==> config.mk <==
export PLATFORM = sky130hd
export DESIGN_NAME = hv_cmd_fetch
export DESIGN_NICKNAME = d
export VERILOG_FILES = /design/src/rtl/hv_cmd_fetch.sv
export SDC_FILE = /design/constraint.sdc
export NUM_CORES = 1
export LEC_CHECK = 0
export ABC_AREA = 0
export CAP_MARGIN = 30
export CORE_MARGIN = 1.5
export CORE_UTILIZATION = 45
export CTS_BUF_LIST = sky130_fd_sc_hd__clkbuf_2
export CTS_CLUSTER_SIZE = 25
export DETAILED_ROUTE_END_ITERATION = 6
export HOLD_SLACK_MARGIN = 0.06
export MAX_ROUTING_LAYER = met4
export PLACE_DENSITY_LB_ADDON = 0.3
export RECOVER_POWER = 100
export REMOVE_ABC_BUFFERS = 1
export SYNTH_ARGS = -nofsm -noshare
export SYNTH_HDL_FRONTEND = slang
export SYNTH_SLANG_ARGS = --single-unit
==> constraint.sdc <==
create_clock -name clk -period 13.78 [get_ports clk]
set_input_delay 2.756 -clock clk [delete_from_list [all_inputs] [get_ports clk]]
set_output_delay 2.756 -clock clk [all_outputs]
set_load 0.005 [all_outputs]
==> src/rtl/hv_cmd_fetch.sv <==
// HV command fetch engine: pulls one 256-bit CDB as four beats from the command
// queue, decodes it, allocates a TBM slot address and presents it downstream.
module hv_cmd_fetch #(
  parameter int          CMD_IO_WIDTH   = 64,
  parameter logic [31:0] TBM_BASE       = 32'h0000_0000,
  parameter int          TBM_SLOT_SHIFT = 12,
  parameter int          FETCH_TIMEOUT  = 16
) (
  input  logic                    clk,
  input  logic                    reset,
  input  logic                    cq_cout_ready,
  output logic                    cmd_request,
  input  logic                    cmd_oe,
  input  logic [CMD_IO_WIDTH-1:0] cmd_out,
  output logic                    cmd_valid,
  input  logic                    cmd_ready,
  output logic [7:0]              cmd_index,
  output logic [7:0]              cmd_tag,
  output logic [7:0]              cmd_opcode,
  output logic [31:0]             cmd_lba,
  output logic [31:0]             cmd_len,
  output logic [31:0]             cmd_tbm_addr,
  output logic                    tbm_ie,
  output logic [7:0]              tbm_index,
  output logic [31:0]             tbm_address,
  output logic [7:0]              op_index,
  output logic [7:0]              cmd_op_status,
  input  logic                    done_ie,
  input  logic [7:0]              done_index,
  input  logic                    done_is_write,
  output logic                    done_ready,
  output logic                    fetch_timeout,
  output logic                    cks_drop,
  output logic [2:0]              dbg_state
);

  localparam int          CDB_W  = 4 * CMD_IO_WIDTH;
  localparam int          TW     = $clog2(FETCH_TIMEOUT + 1);
  localparam logic [7:0]  OP_WRITE      = 8'h02;
  localparam logic [7:0]  ST_CKS_ERROR  = 8'd1;
  localparam logic [7:0]  ST_H2M        = 8'd4;
  localparam logic [7:0]  ST_Q2S        = 8'd5;
  localparam logic [7:0]  ST_READ_DONE  = 8'd6;
  localparam logic [7:0]  ST_WRITE_DONE = 8'd7;

  typedef enum logic [2:0] {
    S_IDLE    = 3'd0,
    S_REQ     = 3'd1,
    S_COLLECT = 3'd2,
    S_DECODE  = 3'd3,
    S_PRESENT = 3'd4
  } state_t;

  state_t           state;
  logic [CDB_W-1:0] cdb;
  logic [1:0]       beat_cnt;
  logic [TW-1:0]    timer;

  assign dbg_state = state;

  // Decoded fields of the assembled CDB.
  logic [7:0]  dec_opcode, dec_tag, dec_index, dec_cks;
  logic [31:0] dec_lba, dec_len, dec_addr;

  assign dec_opcode = cdb[7:0];
  assign dec_tag    = cdb[15:8];
  assign dec_index  = cdb[23:16];
  assign dec_cks    = cdb[31:24];
  assign dec_lba    = cdb[95:64];
  assign dec_len    = cdb[127:96];
  assign dec_addr   = TBM_BASE + (32'(dec_index) << TBM_SLOT_SHIFT);

  logic unused_cdb;
  assign unused_cdb = ^{cdb[CDB_W-1:128], cdb[63:32]};

  // Downstream handshake: cmd_valid is held with stable cmd_* fields until a
  // cycle in which cmd_ready is also high; that edge transfers the command.
  logic hs;
  assign hs = cmd_valid && cmd_ready;

  always_ff @(posedge clk or posedge reset) begin
    if (reset) begin
      state         <= S_IDLE;
      cdb           <= '0;
      beat_cnt      <= '0;
      timer         <= '0;
      cmd_request   <= 1'b0;
      cmd_valid     <= 1'b0;
      cmd_index     <= '0;
      cmd_tag       <= '0;
      cmd_opcode    <= '0;
      cmd_lba       <= '0;
      cmd_len       <= '0;
      cmd_tbm_addr  <= '0;
      tbm_ie        <= 1'b0;
      tbm_index     <= '0;
      tbm_address   <= '0;
      fetch_timeout <= 1'b0;
      cks_drop      <= 1'b0;
    end else begin
      cmd_request   <= 1'b0;
      tbm_ie        <= 1'b0;
      fetch_timeout <= 1'b0;
      cks_drop      <= 1'b0;
      case (state)
        S_IDLE: begin
          if (cq_cout_ready && !cmd_oe) begin
            cmd_request <= 1'b1;
            state       <= S_REQ;
          end
        end
        S_REQ: begin
          beat_cnt <= '0;
          timer    <= '0;
          state    <= S_COLLECT;
        end
        S_COLLECT: begin
          if (cmd_oe) begin
            cdb[int'(beat_cnt) * CMD_IO_WIDTH +: CMD_IO_WIDTH] <= cmd_out;
            timer    <= '0;
            beat_cnt <= beat_cnt + 2'd1;
            if (beat_cnt == 2'd3) state <= S_DECODE;
          end else if (timer == TW'(FETCH_TIMEOUT - 2)) begin
            // The request cycle counts as the first idle cycle, so the pulse
            // lands FETCH_TIMEOUT cycles after cmd_request.
            fetch_timeout <= 1'b1;
            cdb           <= '0;
            state         <= S_IDLE;
          end else begin
            timer <= timer + TW'(1);
          end
        end
        S_DECODE: begin
          if (dec_cks == ST_CKS_ERROR) begin
            cks_drop <= 1'b1;
            state    <= S_IDLE;
          end else begin
            tbm_ie       <= 1'b1;
            tbm_index    <= dec_index;
            tbm_address  <= dec_addr;
            cmd_valid    <= 1'b1;
            cmd_index    <= dec_index;
            cmd_tag      <= dec_tag;
            cmd_opcode   <= dec_opcode;
            cmd_lba      <= dec_lba;
            cmd_len      <= dec_len;
            cmd_tbm_addr <= dec_addr;
            state        <= S_PRESENT;
          end
        end
        S_PRESENT: begin
          if (hs) begin
            cmd_valid <= 1'b0;
            state     <= S_IDLE;
          end
        end
        default: state <= S_IDLE;
      endcase
    end
  end

  // Status port: handshake update wins; a colliding completion waits one
  // cycle in buf_* and blocks further completions while it waits.
  logic       buf_valid;
  logic [7:0] buf_index;
  logic [7:0] buf_status;
  logic       done_acc, buf_issue, buf_load, buf_next;
  logic [7:0] done_status;

  always_comb begin
    done_acc    = done_ie && done_ready;
    done_status = done_is_write ? ST_WRITE_DONE : ST_READ_DONE;
    buf_issue   = buf_valid && !hs;
    buf_load    = done_acc && (hs || buf_valid);
    buf_next    = buf_load || (buf_valid && !buf_issue);
  end

  always_ff @(posedge clk or posedge reset) begin
    if (reset) begin
      op_index      <= '0;
      cmd_op_status <= '0;
      buf_valid     <= 1'b0;
      buf_index     <= '0;
      buf_status    <= '0;
      done_ready    <= 1'b1;
    end else begin
      op_index      <= '0;
      cmd_op_status <= '0;
      if (hs) begin
        op_index      <= cmd_index;
        cmd_op_status <= (cmd_opcode == OP_WRITE) ? ST_H2M : ST_Q2S;
      end else if (buf_issue) begin
        op_index      <= buf_index;
        cmd_op_status <= buf_status;
      end else if (done_acc) begin
        op_index      <= done_index;
        cmd_op_status <= done_status;
      end
      if (buf_load) begin
        buf_index  <= done_index;
        buf_status <= done_status;
      end
      buf_valid  <= buf_next;
      done_ready <= !buf_next;
    end
  end

endmodule

======== After elaboration in Yosys (flattened, before gate mapping) ========
Cells that the tools add are included.
storage, ports and cells
  bits in registers ....................... 393
  output and inout bits ................... 185
  logic and storage cells ................. 98
cells by class
  add/subtract/negate cells ............... 3
  equality and inequality tests ........... 15
  shifts and indexed selects .............. 2
  mux-type cells .......................... 35
  bitwise operators ....................... 1
  reductions and logical operators ........ 22
operator list
  cell                       number
  $mux 256                   2
  $bwmux 256                 1
  $shift 64x33->256 const A  1
  $shiftx 64x33->256         1
  $mux 8                     5
  $neg 8->33                 1
  $mux 3                     7
  $pmux 3 s5                 1
  $mux 1                     13
  $mux 5                     2
  $pmux 5 s2                 1
  $ne 3x3->1 const B         3
  $eq 8x1->1 const B         1
  $eq 8x2->1 const B         1
  $ne 2x2->1 const B         4
  $reduce_and 2->1           4
  $eq 3x2->1 const B         2
  $logic_and 1x1->1          6
  $reduce_bool 2->1          3
  $add 5x1->5 const B        1
  $eq 5x4->1 const B         1
  $logic_not 1->1            4
  $pmux 2 s2                 1
  $reduce_and 4->1           1
  10 further kinds           11

======== Logic depth before layout (Yosys ltp) ========
  depth after elaboration ................. 7
  depth in mapped cells ................... 8

======== Worst setup path after synthesis ========
Ideal clock, no wire load.
  path type ............................... input to register
  from .................................... input cmd_ready
  to ...................................... register buf_index[0]
  arrival time ............................ 3619 ps
  required time ........................... 13655 ps
  setup slack ............................. 10037 ps
  cell stages on the path ................. 4
  buffers on the path ..................... 1
  cells stage by stage .................... and2_1 o21bai_1 buf_2 mux2_2
between the ends
  longest elaborated chain between the ends .. 3
RTL lines
  element               RTL line  text
  from (decl)           16        input logic cmd_ready,
  $logic_and 1x1->1     79        assign hs = cmd_valid && cmd_ready;
  $logic_or 1x1->1      174       buf_load = done_acc && (hs || buf_valid);
  $logic_and 1x1->1     174
  to (signal assigned)  200       buf_index <= done_index;
  to (decl)             165       logic [7:0] buf_index;
Every way passes these cells.
A chain may end at the register's enable or synchronous reset.

======== Final worst setup path ========
  from .................................... input cmd_oe
  to ...................................... register cdb[81]
between the ends
  longest elaborated chain between the ends .. 2
  elaborated cells on any way between the ends .. 3
RTL lines
  element                          RTL line  text
  from (decl)                      13        input logic cmd_oe,
  $reduce_bool 2->1 (no line)      --
  $reduce_and 2->1 (no line)       --
  to (signal, indexed assignment)  119       cdb[int'(beat_cnt) * CMD_IO_WIDTH +: CMD_IO_WIDTH] <= cmd_out;
  to (decl)                        55        logic [CDB_W-1:0] cdb;
Parallel ways exist; a longest one is shown, timed or not.

==> impl_metrics.yaml <==
power_and_ir_drop:
  finalPower_w: 0.002328
  vdd_drop_max_v: 0.00007676
  p_leak_nw: 5.649
  power_density_nw_per_um2: 192.2
setup_path:
  reg2reg_to: "cdb[81]"
  worst_path_most_repeated_cell: "clkbuf_1"
  crit_arrival_ns: 8.24
  crit_path_end_kind: "flop"
  worstPathRequired_ns: 14.34
  start_kind: "input pin"
  worst_path_max_delay_cell: "clkbuf_1"
  rr_worst_depth: 7
  crit_type: "in -> reg"
  path_cells: "dlygate4sd3_1, and2_2, clkbuf_1, o21a_1, clkbuf_1, o21ai_0"
  cp_max_fo: 56
  worstReg2RegStart: "beat_cnt[1]"
  r2r_slack_ns: 8.32
  cpPeakStageDelay_ns: 1.97
placement:
  io_buffers: 210
  place_congestion: 0.7436
  dp_hpwl_um: 13920
  dp.cells: 1268
synthesis:
  yosysSeqAreaShare: 0.5450
  synthArstFlopShare: 1.000
  synth_edf_count: 0
  synth.avg_cell_area_um2: 12.09
  yosysWarnings: 0
  synthTopCellsByArea: "dfrtp_1, mux2_4, buf_4"
  synth_cell_types: 43
  synth_top_area_share: 0.5425
  synthTopCellsByCount: "dfrtp_1, inv_1, mux2_4"
  yosysTopAreaCell: "dfrtp_1"
  post-synth-top-count-cell: "dfrtp_1"
  synth_area_um2: 10190
  ys_seq_elements: 222
  synth_flop_cell: "dfrtp_1"
  syn_inst: 843
hold_path:
  worstHoldPathType: "reg -> reg"
  hold_end: "cmd_lba[24]"
  whs_path_depth: 1
  hp-start: "cdb[88]"
detailed_routing:
  wire_per_inst_um: 16.17
  vias: 6655
  drt_pass1_iterations: 4
  final_antenna_net_count: 0
  first_iter_violations: 239
  route.detailed.drc: 0
  routed_wl_um: 22080
  routed_via_density: 4.872
sta:
  finalCritPeriodShare: 0.5574
  tightestPinTransition_ns: 2.797
  slew_violations: 304
  holdWs_ns: 0.4765
  fin_tns_setup_ns: 0
  finClkSkew_ns: 0.03279
  max_freq_mhz: 130.2
  grt_setup_unrepaired: "no"
  final_hold_viol_count: 0
  setup_viol: 0
  max_slew_margin: -0.8649
  period_minus_slack_ns: 7.681
global_route:
  grt_pass1_wl_um: 35800
  first_global_vias: 6787
  grt_overflow: 0
  antenna_found_initial: 1
  grt_max_degree: 143
  track_usage: 0.1929
cts:
  cts-resized-gates: 0
  htreeDepth: 2
  cts.clk_slew.worst_paths_ns: 0.11
  root_buffer: "clkbuf_2"
  cts_tree: "yes"
  post_cts_buffers: 0
  cts.path.max_buffers: 3
  cts.sinks: 222
  holdBufCountCts: 0
  clock_latency_ns: 0.80
  cts_buffers: 55
run_status:
  status: "finished, violations left"
  violations: "capacitance limit, slew limit"
die:
  initial_utilization: 0.4628
  dieArea_um2: 23570
  die_w_um: 153.5
  core-area_um2: 22030
  ios: 264
  rows: 54
  die_h_um: 153.5
layout:
  synthToLayoutAreaGrowth_pct: 18.81
  drive_gt1_frac: 0.1023
  final_nets: 1131
  final_core_util: 0.5499
  stdcell_count: 1366
  fillers: 1997
run:
  drv_cap: 8
## metal layers
layer	share of wire	vias up	track usage
met2	0.46	258	0.2937
li1	-	3134	-
met4	0.017	0	0.05640
met3	0.073	39	0.04904
met1	0.45	3224	0.2557
met5	0	-	-
## cells in the final DEF, fill, tap and decap left out, types with 9 or more instances in the layout
cell type / count
dfrtp_1: 221
nand4_1: 55
a221oi_1: 9
inv_1: 101
dlygate4sd3_1: 136
conb_1: 53
nor2_1: 26
mux2_1: 85
mux2_2: 10
clkdlybuf4s50_1: 74
mux2i_1: 43
clkbuf_2: 83
nand2_1: 52
o21ai_0: 58
clkinv_1: 10
## power breakdown
part           internal (W)  switching, W  leakage, nW
logic              0.000417      0.000363         2.40
clock network      0.000177      0.000262        0.383
registers          0.000936      0.000172         2.86
total               0.00153      0.000797         5.65
## flip-flops by register name, indices dropped and copies added (netlist names), 5 cells and up
| register | cells |
|---|---|
| cmd_opcode | 8 |
| cdb | 96 |
| cmd_tbm_addr | 8 |
| cmd_len | 32 |
| op_index | 8 |
| buf_index | 8 |
| cmd_tag | 8 |
| cmd_lba | 32 |
| timer | 5 |
## worst max-delay path: cells and delay by family
kind	cells	cell delay, ns
AO/OA/AOI/OAI	2	1.03
buffers and inverters	3	4.21
AND/OR/NAND/NOR	1	0.21
## worst max path at each step
stage,startpoint,end,slack (ns),cells after the start
final,cmd_oe,cdb[81],6.10,6
after global routing,reset,cmd_len[13],5.48,5
after CTS,cmd_oe,cdb[127],8.97,6
after detailed placement,cmd_oe,cdb[127],8.09,6
after global placement,cmd_oe,cdb[121],8.19,6
after floorplan,reset,beat_cnt[0],4.95,1
## stage by stage
stage                     cell area, um^2  worst slack (ns)
final                               12110             6.099
after global routing                12110             5.476
after CTS                           12500             8.969
after detailed placement            12000             8.092
after global placement              11920             8.193
after floorplan                      9400             4.948
## kinds of logic after synthesis
group                      after synthesis  synth area share
adders and majority gates                6          0.007364
and+or+nand+nor                        164           0.08542
buffers and inverters                  229            0.1346
muxes                                  140            0.1814
other                                    1         0.0003678
xor gates and xnor gates                 1         0.0008593
AOI/OAI and AO/OA                       80           0.04492
DFF                                    222            0.5450
## final cells by class
type                    instances  area (um^2)  area share
multi-input cells             444         3141      0.2593
clock buffers                  83        415.4     0.03429
clock inverters                13        76.32    0.006301
flip-flops and latches        222         5557      0.4587
repair buffers                221         2187      0.1806
diodes                          1        2.502   0.0002066
well taps                     280        350.3     0.02892
inverters                     102        384.1     0.03171
(Power assumes the default switching activity.)
